===== config.mk =====
export PLATFORM = sky130hd
export DESIGN_NAME = branch_predict_unit
export DESIGN_NICKNAME = d
export VERILOG_FILES = /design/src/rtl/branch_predict_unit.sv
export SDC_FILE = /design/constraint.sdc
export NUM_CORES = 1
export LEC_CHECK = 0
export CAP_MARGIN = 20
export CORE_UTILIZATION = 27
export DETAILED_ROUTE_END_ITERATION = 6
export PLACE_DENSITY_LB_ADDON = 0.05
export SLEW_MARGIN = 20
export SYNTH_ARGS = -nofsm -noshare
export SYNTH_HDL_FRONTEND = slang
export SYNTH_SLANG_ARGS = --single-unit

===== constraint.sdc =====
create_clock -name clk -period 7.1 [get_ports clk]
set_clock_uncertainty 0.05 [all_clocks]
set_input_delay 1.775 -clock clk [delete_from_list [all_inputs] [get_ports clk]]
set_output_delay 1.775 -clock clk [all_outputs]
set_load 0.005 [all_outputs]

===== src/rtl/branch_predict_unit.sv =====
// Fetch-stage next-PC predictor: 2-bit saturating direction counters, an
// in-order queue of in-flight predictions, and registered mispredict/BTB
// update reporting with pipeline redirect.
module branch_predict_unit #(
  parameter int unsigned S_INDEX    = 7,
  parameter int unsigned FIFO_DEPTH = 4
) (
  input  logic        clk,
  input  logic        rst,
  input  logic        fetch_valid,
  output logic        fetch_ready,
  input  logic [31:0] curr_pc,
  input  logic [31:0] predicted_target,
  output logic        predict_taken,
  output logic [31:0] next_pc_pred,
  input  logic        resolve_valid,
  input  logic [31:0] resolve_pc,
  input  logic        resolve_is_ctrl,
  input  logic        resolve_taken,
  input  logic [31:0] resolve_target,
  output logic        predict_en,
  output logic        predictionFailed,
  output logic [31:0] resolved_pc,
  output logic [31:0] expected_next_pc,
  output logic        redirect,
  output logic        order_err
);

  localparam int unsigned PW      = $clog2(FIFO_DEPTH);
  localparam int unsigned CW      = PW + 1;
  localparam int unsigned ENTRIES = 1 << S_INDEX;

  logic [1:0]    ctr      [ENTRIES];
  logic [31:0]   fifo_pc  [FIFO_DEPTH];
  logic [31:0]   fifo_pred[FIFO_DEPTH];
  logic [PW-1:0] head, tail;
  logic [CW-1:0] count;

  logic               empty, pop, push, push_eff, mispredict, head_mismatch;
  logic [31:0]        actual_next;
  logic [S_INDEX-1:0] fetch_idx, res_idx;

  // Combinational prediction and resolution decode
  always_comb begin
    fetch_idx     = curr_pc[2 +: S_INDEX];
    res_idx       = resolve_pc[2 +: S_INDEX];
    predict_taken = ctr[fetch_idx][1];
    next_pc_pred  = predict_taken ? predicted_target : curr_pc + 32'd4;
    empty         = (count == '0);
    fetch_ready   = (count != CW'(FIFO_DEPTH));
    pop           = resolve_valid && !empty;
    // A full queue still takes a fetch when the head retires on the same edge.
    push          = fetch_valid && (fetch_ready || pop);
    actual_next   = (resolve_is_ctrl && resolve_taken) ? resolve_target
                                                       : resolve_pc + 32'd4;
    mispredict    = pop && (actual_next != fifo_pred[head]);
    head_mismatch = pop && (fifo_pc[head] != resolve_pc);
    push_eff      = push && !mispredict;
  end

  assign redirect = predictionFailed;

  // Prediction queue storage (contents are qualified by count, no reset needed)
  always_ff @(posedge clk) begin
    if (push_eff) begin
      fifo_pc[tail]   <= curr_pc;
      fifo_pred[tail] <= next_pc_pred;
    end
  end

  // Queue pointers and occupancy; a mispredict flushes everything in flight
  always_ff @(posedge clk or negedge rst) begin
    if (!rst) begin
      head  <= '0;
      tail  <= '0;
      count <= '0;
    end else if (mispredict) begin
      head  <= '0;
      tail  <= '0;
      count <= '0;
    end else begin
      if (pop)      head <= head + 1'b1;
      if (push_eff) tail <= tail + 1'b1;
      count <= count + CW'(push_eff) - CW'(pop);
    end
  end

  // Saturating direction counters, trained by resolved control instructions
  always_ff @(posedge clk or negedge rst) begin
    if (!rst) begin
      for (int unsigned i = 0; i < ENTRIES; i++) ctr[i] <= 2'b01;
    end else if (pop && resolve_is_ctrl) begin
      if (resolve_taken) begin
        if (ctr[res_idx] != 2'b11) ctr[res_idx] <= ctr[res_idx] + 2'b01;
      end else begin
        if (ctr[res_idx] != 2'b00) ctr[res_idx] <= ctr[res_idx] - 2'b01;
      end
    end
  end

  // Registered mispredict report, BTB update and sticky ordering error
  always_ff @(posedge clk or negedge rst) begin
    if (!rst) begin
      predict_en       <= 1'b0;
      predictionFailed <= 1'b0;
      resolved_pc      <= '0;
      expected_next_pc <= '0;
      order_err        <= 1'b0;
    end else begin
      predict_en       <= mispredict;
      predictionFailed <= mispredict;
      if (mispredict) begin
        resolved_pc      <= resolve_pc;
        expected_next_pc <= actual_next;
      end
      if ((resolve_valid && empty) || head_mismatch) order_err <= 1'b1;
    end
  end

endmodule


==> results by group, run 1 <==
Synthesis
  – Most used DFF post-synth: edfxtp_1
  – Yosys cell types: 73
  – Synthesized area: between 20,000 and 30,000 um2
  – Post-synth EDFFs: ~260
  – Mean Syn Cell Area: ~13 um2
  – Most frequent cell after synthesis: mux2_2
  – Post-synth top area share: 0.270
  – Leading area contributor after synthesis: edfxtp_1
  – Post-synth ARST share: 0.562
  – Syn Nets: 2,254
  – Register area share after synthesis: 0.565
  – Synthesized flop and latch total: 585
  – Post-synth top cells: mux2_2 (272), edfxtp_1 (256), dfrtp_1 (201)
  – Leading post-synthesis cells by cell area: edfxtp_1 (27%), dfrtp_1 (18%), dfstp_2 (12%)
  – Synth warnings: 0
  – Gate Count Post-Synth: between 2,000 and 2,500

Floorplan
  – Ports: roughly 240
  – Die height: about 330 um
  – Core area: around 100,000 um2
  – Die area: about 110,000 um2
  – # rows: around 120
  – Die width: about 330 um
  – Initial Util: 0.274

Place
  – DP HPWL: roughly 85 mm
  – RD Place Congestion: roughly 0.87
  – # port buffers: between 200 and 250
  – Setup WS pre-CTS: -0.0846 ns

Clocking
  – Clk pin slew, worst setup/hold paths: approximately 0.060 ns
  – Hold buffer count at CTS: 0
  – CTS Buf Count: 75
  – Clock Path Buffers: 3
  – Root buffer cell: clkbuf_16
  – CTS tree: yes
  – H-tree lvl count: 3
  – Sink Count: between 500 and 600
  – Clk_lat worst skew: approximately 0.65 ns

Power
  – P_leak: roughly 14 nW
  – Worst vdd ir: approximately 0.00015 V
  – PwrDens: between 200 and 300 nW/um2
  – Power Total: between 10 and 15 mW

Drt
  – WL final: ~120 mm
  – WL/cell: a little under 30 um
  – Drt initial violations: roughly 1,200
  – Pre-Repair DR Iteration Count: 5
  – Post-route DRC: 0
  – Vias/cell: around 5.0
  – Final ANT Viol Nets: 0
  – Vias: between 15,000 and 20,000

STA
  – Final setup fails: 0
  – Rel. slew slack: 0.358
  – Unrepaired setup endpoints after global routing: false
  – Fin. Hold Viols: 0
  – Worst slew pin tran: around 0.96 ns
  – Slew Limit Fails: 0
  – Tmin final: 6.96 ns
  – Tcrit/Tclk final: 0.980
  – FMAX: approximately 0.14 GHz
  – Final worst setup slack: about 0.14 ns

Final layout
  – Share of layout cells above drive strength 1: 0.359
  – Layout fillers: between 10,000 and 15,000
  – Area growth syn-to-layout: 28.6%
  – Area of the multi-input gates: between 10,000 and 15,000 um2
  – Sequential Area: 16,100 um2
  – # nets final: between 2,000 and 3,000

GRT
  – Vias in the first global route: a little over 20,000
  – Grt ovf: 0
  – GRT Overall Usage: 0.217
  – Initial antenna violation count: 12
  – First-pass GRT wire length: 163 mm
  – Largest net degree at the start of global routing: 154

Setup path
  – Crit end category: primary output
  – CP top delay family: multiplexers
  – CP max stage cell: mux4_2
  – CP bufs+invs: 5
  – Crit Path Max Fanout: 19
  – CP required: about 5.3 ns
  – Worst EP arrival: between 5 and 6 ns
  – Critical Path Max Stage Delay: just under 0.6 ns
  – CP cell instances: buf_6 > buf_12 > mux4_2 > mux4_2 > mux4_2 > mux2i_4 > buf_12 > buf_12 > nor2_1 > a21oi_1 > clkdlybuf4s50_1
  – Crit start category: primary input
  – Critical path class: in -> out

Run status
  – Status: finished clean

Run
  – Max_cap viols: 0

Worst hold path
  – Hold Crit Class: reg -> reg
-- worst paths after layout --
kind	start	end	slack [ns]	cells after the start
max in group asynchronous	rst	ctr[111]	4.72	2
setup / recovery	curr_pc[2]	next_pc_pred[27]	0.14	11
min in group asynchronous	rst	order_err	0.98	1
hold reg to reg	order_err	order_err	0.42	1
setup reg to reg	head[0]	count[2]	2.43	16
hold / removal	order_err	order_err	0.42	1
-- layer usage --
metal  track usage  routed length (um)  vias up
met5             0                  78        -
met4        0.0617                3440       14
met3        0.0364                5360      152
met2         0.393               60800      561
met1         0.262               46900    10300
li1              -                   -     8698
-- final cells by class --
type	count	area share
Multi-Input combinational cell	1346	0.321
Clock buffer	101	0.0587
Inverter	25	0.00263
Timing Repair Buffer	442	0.121
Antenna cell	3	0.000205
Tap cell	1380	0.0472
Sequential cell	585	0.440
Clock inverter	39	0.00992
-- report_power, final --
group          total, mW  internal (mW)  leakage (nW)  switching [mW]
combinational       2.36           1.19          6.10            1.17
sequential          4.36           4.11          6.29           0.246
clock               3.89           2.31          1.25            1.57
-- kinds of logic (layout without fill, tap and decap cells) --
kind of cell | after synthesis | in the layout | share of synthesized area
fa+ha+maj | 11 | 11 | 0.00510
other cells | 0 | 3 | 0
buf+inv | 178 | 607 | 0.0264
mux | 442 | 442 | 0.221
flops | 585 | 585 | 0.565
simple gates | 513 | 513 | 0.0843
xor+xnor | 113 | 113 | 0.0353
compound gates | 267 | 267 | 0.0627
-- layout by cell type, fill, tap and decap left out, types with 10 or more instances in the layout --
master and instances:
mux2_2 272, edfxtp_1 256, clkdlybuf4s50_1 227, dfrtp_1 199, nor2_1 181, buf_4 166, dfstp_2 128, nand2_1 123
mux4_2 112, clkbuf_16 80, xnor2_1 77, o21ai_0 70, nand3_1 63, buf_12 38, a21oi_1 35, o22ai_1 34
a22oi_1 33, mux2i_1 33, xor2_1 33, nand4_1 30, inv_1 24, mux2_4 24, nor3_1 22, clkinv_2 21
a221oi_1 14, nor4_1 13, clkbuf_8 13, a22o_1 11, clkbuf_1 11, nand2b_1 10, ha_1 10
-- metrics by stage --
stage | utilization | hold slack (ns) | instances | TNS, ns | area, um2
CTS | 0.351 | 0.422 | 3912 | 0 | 36400
floorplan | - | 0.401 | 2109 | 0 | 28500
detailed placement | 0.326 | 0.405 | 3772 | -0.0846 | 33900
global route | 0.352 | 0.437 | 3918 | 0 | 36600
global placement | 0.326 | 0.388 | 3772 | -0.0576 | 33900
finish | 0.352 | 0.416 | 3921 | 0 | 36600
-- repair_timing --
action,in CTS,in global routing
setup buffers,0,3
setup endpoints to repair,1,9
pin swaps,0,1
gates cloned,0,3
gates resized for setup,1,10
No activity file was read; power rests on OpenSTA's default activity.
==> run 2: changes to the inputs <==
- CORE_MARGIN: not set -> 8
- MAX_ROUTING_LAYER: not set -> met4
==> results by group, run 2 (synthesized netlist as in run 1, its figures left out) <==
Run status
  – Status: finished clean

Setup path
  – CP required: 5.28 ns
  – Most used cell along the critical path: mux4_2
  – R2r setup slk: 2.41 ns
  – RR Endpoint: count[2]
  – Crit start category: primary input
  – Crit Path Max Fanout: 13
  – Critical path class: in -> out
  – Worst EP arrival: approximately 5.2 ns
  – CP max stage cell: clkdlybuf4s50_1
  – Critical Path Max Stage Delay: 0.65 ns
  – Critical Path Source: curr_pc[2]
  – Critical Path End: next_pc_pred[17]
  – Worst reg2reg startpoint: head[0]
  – CP cell instances: buf_6 > bufbuf_16 > mux4_2 > mux4_2 > mux4_2 > mux2i_4 > buf_12 > nor2_1 > a21oi_1 > clkdlybuf4s50_1
  – Crit end category: primary output
  – R2R depth: 17

GRT
  – Initial antenna violation count: 17
  – Largest net degree at the start of global routing: between 150 and 200
  – GRT Overall Usage: 0.206
  – Vias in the first global route: about 20,000
  – First-pass GRT wire length: about 170 mm
  – Grt ovf: 0

Drt
  – Vias/cell: 5.02
  – Final ANT Viol Nets: 0
  – Drt initial violations: around 1,400
  – WL final: ~120 mm
  – Vias: 19,700
  – Post-route DRC: 0
  – Pre-Repair DR Iteration Count: 5
  – WL/cell: 30.2 um

Clocking
  – Clk pin slew, worst setup/hold paths: ~0.050 ns
  – CTS tree: yes
  – Root buffer cell: clkbuf_16
  – CTS Buf Count: between 70 and 80
  – Sink Count: around 590
  – Clk_lat worst skew: between 0.6 and 0.7 ns
  – Clock Path Buffers: 3
  – H-tree lvl count: 3
  – Hold buffer count at CTS: 0

Power
  – Pint: 7.54 mW
  – Power Total: ~11 mW
  – Net load switching power: roughly 3.0 mW
  – Clk pwr share: 0.367
  – Sequential power share: 0.415
  – P_leak: between 10 and 15 nW
  – Sw Ratio: 0.284
  – PwrDens: between 200 and 300 nW/um2
  – Worst vdd ir: between 0.0001 and 0.00015 V
  – Combinational Power Share: 0.219

Place
  – RD Place Congestion: slightly below 0.9
  – Setup WS pre-CTS: -0.119 ns
  – Dpl cells: 3,768
  – DP HPWL: around 86 mm
  – # port buffers: about 240

Floorplan
  – Die height: approximately 340 um
  – Die width: between 300 and 400 um
  – Initial Util: 0.271
  – Ports: between 200 and 250
  – Die area: about 120,000 um2
  – Core area: around 100,000 um2
  – # rows: roughly 120

STA
  – Rel. slew slack: 0.369
  – Slew Limit Fails: 0
  – Fin. Hold Viols: 0
  – Final setup fails: 0
  – Worst slew pin tran: 0.947 ns
  – Unrepaired setup endpoints after global routing: true
  – Tmin final: approximately 7.0 ns
  – Final worst setup slack: between 0.05 and 0.06 ns
  – Tcrit/Tclk final: 0.992
  – FMAX: roughly 0.14 GHz

Final layout
  – Share of layout cells above drive strength 1: 0.347
  – # nets final: about 2,600
  – Non-filler cells in the finished layout: 3,919
  – Most common cell after layout, fill and taps aside: mux2_2
  – Area growth syn-to-layout: 27.4%
  – Most frequent cells in the layout: mux2_2 (272), edfxtp_1 (256), clkdlybuf4s50_1 (228), dfrtp_1 (199), nor2_1 (185)

Run
  – Max_cap viols: 0

Worst hold path
  – Hold Crit Class: reg -> reg
-- run 2: how the worst min path moves through the flow --
stage                     startpoint         to  depth (start not counted)
after CTS                  order_err  order_err                          1
after floorplan            order_err  order_err                          1
after detailed placement   order_err  order_err                          1
after global placement     order_err  order_err                          1
after global routing       order_err  order_err                          1
final                      order_err  order_err                          1
-- run 2: final cells by class --
| type | instances | area, um2 |
|---|---|---|
| fill | 10300 | 68700 |
| sequential | 585 | 16100 |
| multi-input combinational | 1346 | 11700 |
| timing repair buffer | 424 | 4090 |
| clock buffer | 104 | 2090 |
| tap | 1391 | 1740 |
| clock inverter | 34 | 402 |
| inverter | 25 | 96.3 |
| antenna | 10 | 25.0 |
-- run 2: timing repair --
action	in CTS	in global routing
pin swaps	0	0
setup buffers	1	1
endpoints found under the setup margin	16	7
gates resized for setup	3	3
gates cloned	1	0
-- run 2: power groups by stage --
stage                     Clock [mW]  Sequential, mW  Combinational, mW
final                           3.86            4.36               2.30
after floorplan                    0            4.37               1.07
after global placement             0            4.41               2.35
after detailed placement           0            4.43               2.35
after CTS                       3.99            4.37               2.36
after global routing            4.10            4.42               2.47
-- run 2: through the flow --
stage	setup TNS, ns	hold WS [ns]	util	instance area, um2
floorplan	0	0.401	-	28500
global placement	-0.267	0.398	0.321	33700
detailed placement	-0.368	0.398	0.321	33700
CTS	0	0.416	0.345	36200
global route	-0.0659	0.434	0.345	36300
finish	0	0.412	0.345	36300
-- run 2: worst max-delay path: cells and delay by family --
kind	cells	cell delay [ns]
AO/OA/AOI/OAI	1	0.33
buffers and inverters	4	1.28
multiplexers	4	1.74
AND/OR/NAND/NOR	1	0.06
-- run 2: per-layer routing --
metal | track usage | up-vias | share of wire
met5 | - | - | 0
met4 | 0.0547 | 0 | 0.026
met2 | 0.351 | 602 | 0.50
li1 | - | 8668 | -
met3 | 0.0389 | 132 | 0.051
met1 | 0.249 | 10300 | 0.42
==> run 3: changes to the inputs <==
- CORE_ASPECT_RATIO: not set -> 1.75
==> results by group, run 3 (synthesized netlist as in run 1, its figures left out) <==
Setup path
  – CP required: around 5.3 ns
  – CP cell instances: buf_12 > buf_12 > mux4_2 > mux4_2 > mux4_2 > mux2i_4 > buf_4 > clkbuf_16 > inv_1 > nor2_1 > nor2_1 > clkdlybuf4s50_1
  – RR Endpoint: count[2]
  – Worst reg2reg startpoint: head[1]
  – R2R depth: 15
  – CP max stage cell: mux4_2
  – Crit start category: primary input
  – Critical path class: in -> out
  – Worst EP arrival: about 5.3 ns
  – Crit Path Max Fanout: 7
  – Most used cell along the critical path: mux4_2
  – R2r setup slk: 2.39 ns
  – Crit end category: primary output
  – Critical Path Max Stage Delay: approximately 0.55 ns

Clocking
  – Clk_lat worst skew: 0.69 ns
  – CTS Buf Count: between 60 and 70
  – Root buffer cell: clkbuf_16
  – Sink Count: 585
  – CTS tree: yes
  – Clk pin slew, worst setup/hold paths: 0.07 ns
  – Clock Path Buffers: 3
  – H-tree lvl count: 2
  – Hold buffer count at CTS: 0

Drt
  – WL final: ~120 mm
  – Pre-Repair DR Iteration Count: 7
  – Vias: about 20,000
  – WL/cell: 32.0 um
  – Drt initial violations: approximately 1,200
  – Final ANT Viol Nets: 0
  – Vias/cell: 5.13
  – Post-route DRC: 0

STA
  – Tmin final: 7.08 ns
  – Hold_ws: 0.413 ns
  – Tcrit/Tclk final: 0.997
  – Rel. slew slack: 0.356
  – Final setup fails: 0
  – Final worst setup slack: about 0.023 ns
  – Fin. Hold Viols: 0
  – Slew Limit Fails: 0
  – Worst slew pin tran: between 0.9 and 1 ns
  – FMAX: between 0.1 and 0.15 GHz

Power
  – P_leak: about 14 nW
  – Worst vdd ir: between 0.0002 and 0.00025 V
  – PwrDens: between 200 and 300 nW/um2

GRT
  – First-pass GRT wire length: ~170 mm
  – Grt ovf: 0
  – Initial antenna violation count: 9
  – Vias in the first global route: around 21,000
  – Largest net degree at the start of global routing: approximately 110
  – GRT Overall Usage: 0.217

Floorplan
  – Initial Util: 0.272
  – Die height: approximately 450 um
  – Die width: ~260 um
  – # rows: 157
  – Core area: 105,000 um2
  – Ports: approximately 240
  – Die area: between 100,000 and 150,000 um2

Final layout
  – Share of layout cells above drive strength 1: 0.354
  – Non-filler cells in the finished layout: between 3,000 and 4,000
  – Area growth syn-to-layout: 28.0%
  – Most common cell after layout, fill and taps aside: mux2_2
  – # nets final: between 2,000 and 3,000
  – Most frequent cells in the layout: mux2_2 (272), edfxtp_1 (256), clkdlybuf4s50_1 (227), dfrtp_1 (199), buf_4 (190)
  – Layout fillers: between 10,000 and 15,000

Place
  – # port buffers: 235
  – Setup WS pre-CTS: -0.136 ns
  – Dpl cells: roughly 3,800
  – RD Place Congestion: 0.880
  – DP HPWL: ~94 mm

Worst hold path
  – Hold_sp: order_err
  – Hold EP: order_err
  – Hold Crit Class: reg -> reg
  – Hold Path Depth: 1

Run
  – Max_cap viols: 0

Run status
  – Status: finished clean
==> run 3: timing repair <==
action,in CTS,in global routing
setup buffers,3,3
pin swaps,0,0
resized for setup,4,8
gates cloned,1,4
endpoints found under the setup margin,20,16
hold endpoints to repair,0,0
==> run 3: worst max-delay path, delay by kind of cell <==
family	cells	cell delay (ns)
multiplexers	4	1.76
buffers and inverters	6	1.22
AND/OR/NAND/NOR	2	0.45
==> run 3: per-layer routing <==
metal | routed length [um] | vias to the layer above | GRT usage
li1 | - | 8703 | -
met1 | 43400 | 10400 | 0.218
met2 | 68800 | 652 | 0.408
met3 | 5770 | 194 | 0.0307
met4 | 6760 | 0 | 0.0992
met5 | 0 | - | -
==> run 3: cell type report <==
type	count	area, um2	area share
flip-flops and latches	585	16100	0.442
multi-input cells	1346	11700	0.322
repair buffers	468	4660	0.128
clock buffers	83	1710	0.0469
well taps	1351	1690	0.0464
clock inverters	32	432	0.0119
inverters	25	96.3	0.00265
diodes	8	20.0	0.000550
==> run 3: worst max path at each step <==
stage          slack, ns                to        from
2_1_floorplan       0.32  next_pc_pred[10]  curr_pc[2]
3_3_place_gp       -0.16  next_pc_pred[17]  curr_pc[2]
3_5_place_dp       -0.14  next_pc_pred[17]  curr_pc[2]
4_1_cts             0.01  next_pc_pred[13]  curr_pc[2]
5_1_grt           -0.002   next_pc_pred[2]  curr_pc[2]
6_report            0.02  next_pc_pred[22]  curr_pc[2]
==> run 3: report_power, final <==
part           switching, mW  internal (mW)  leakage (nW)
clock                   1.48           2.02          1.04
combinational           1.25           1.21          6.24
sequential             0.254           4.11          6.29
total                   2.99           7.33          13.6
==> run 3: stage by stage <==
step | util | TNS (ns) | total power [mW] | area (um2)
floorplan | - | 0 | 5.44 | 28500
global placement | 0.326 | -1.00 | 6.90 | 34000
detailed placement | 0.326 | -1.47 | 6.93 | 34000
CTS | 0.347 | 0 | 10.5 | 36200
global route | 0.348 | -0.00243 | 10.7 | 36400
finish | 0.348 | 0 | 10.3 | 36400
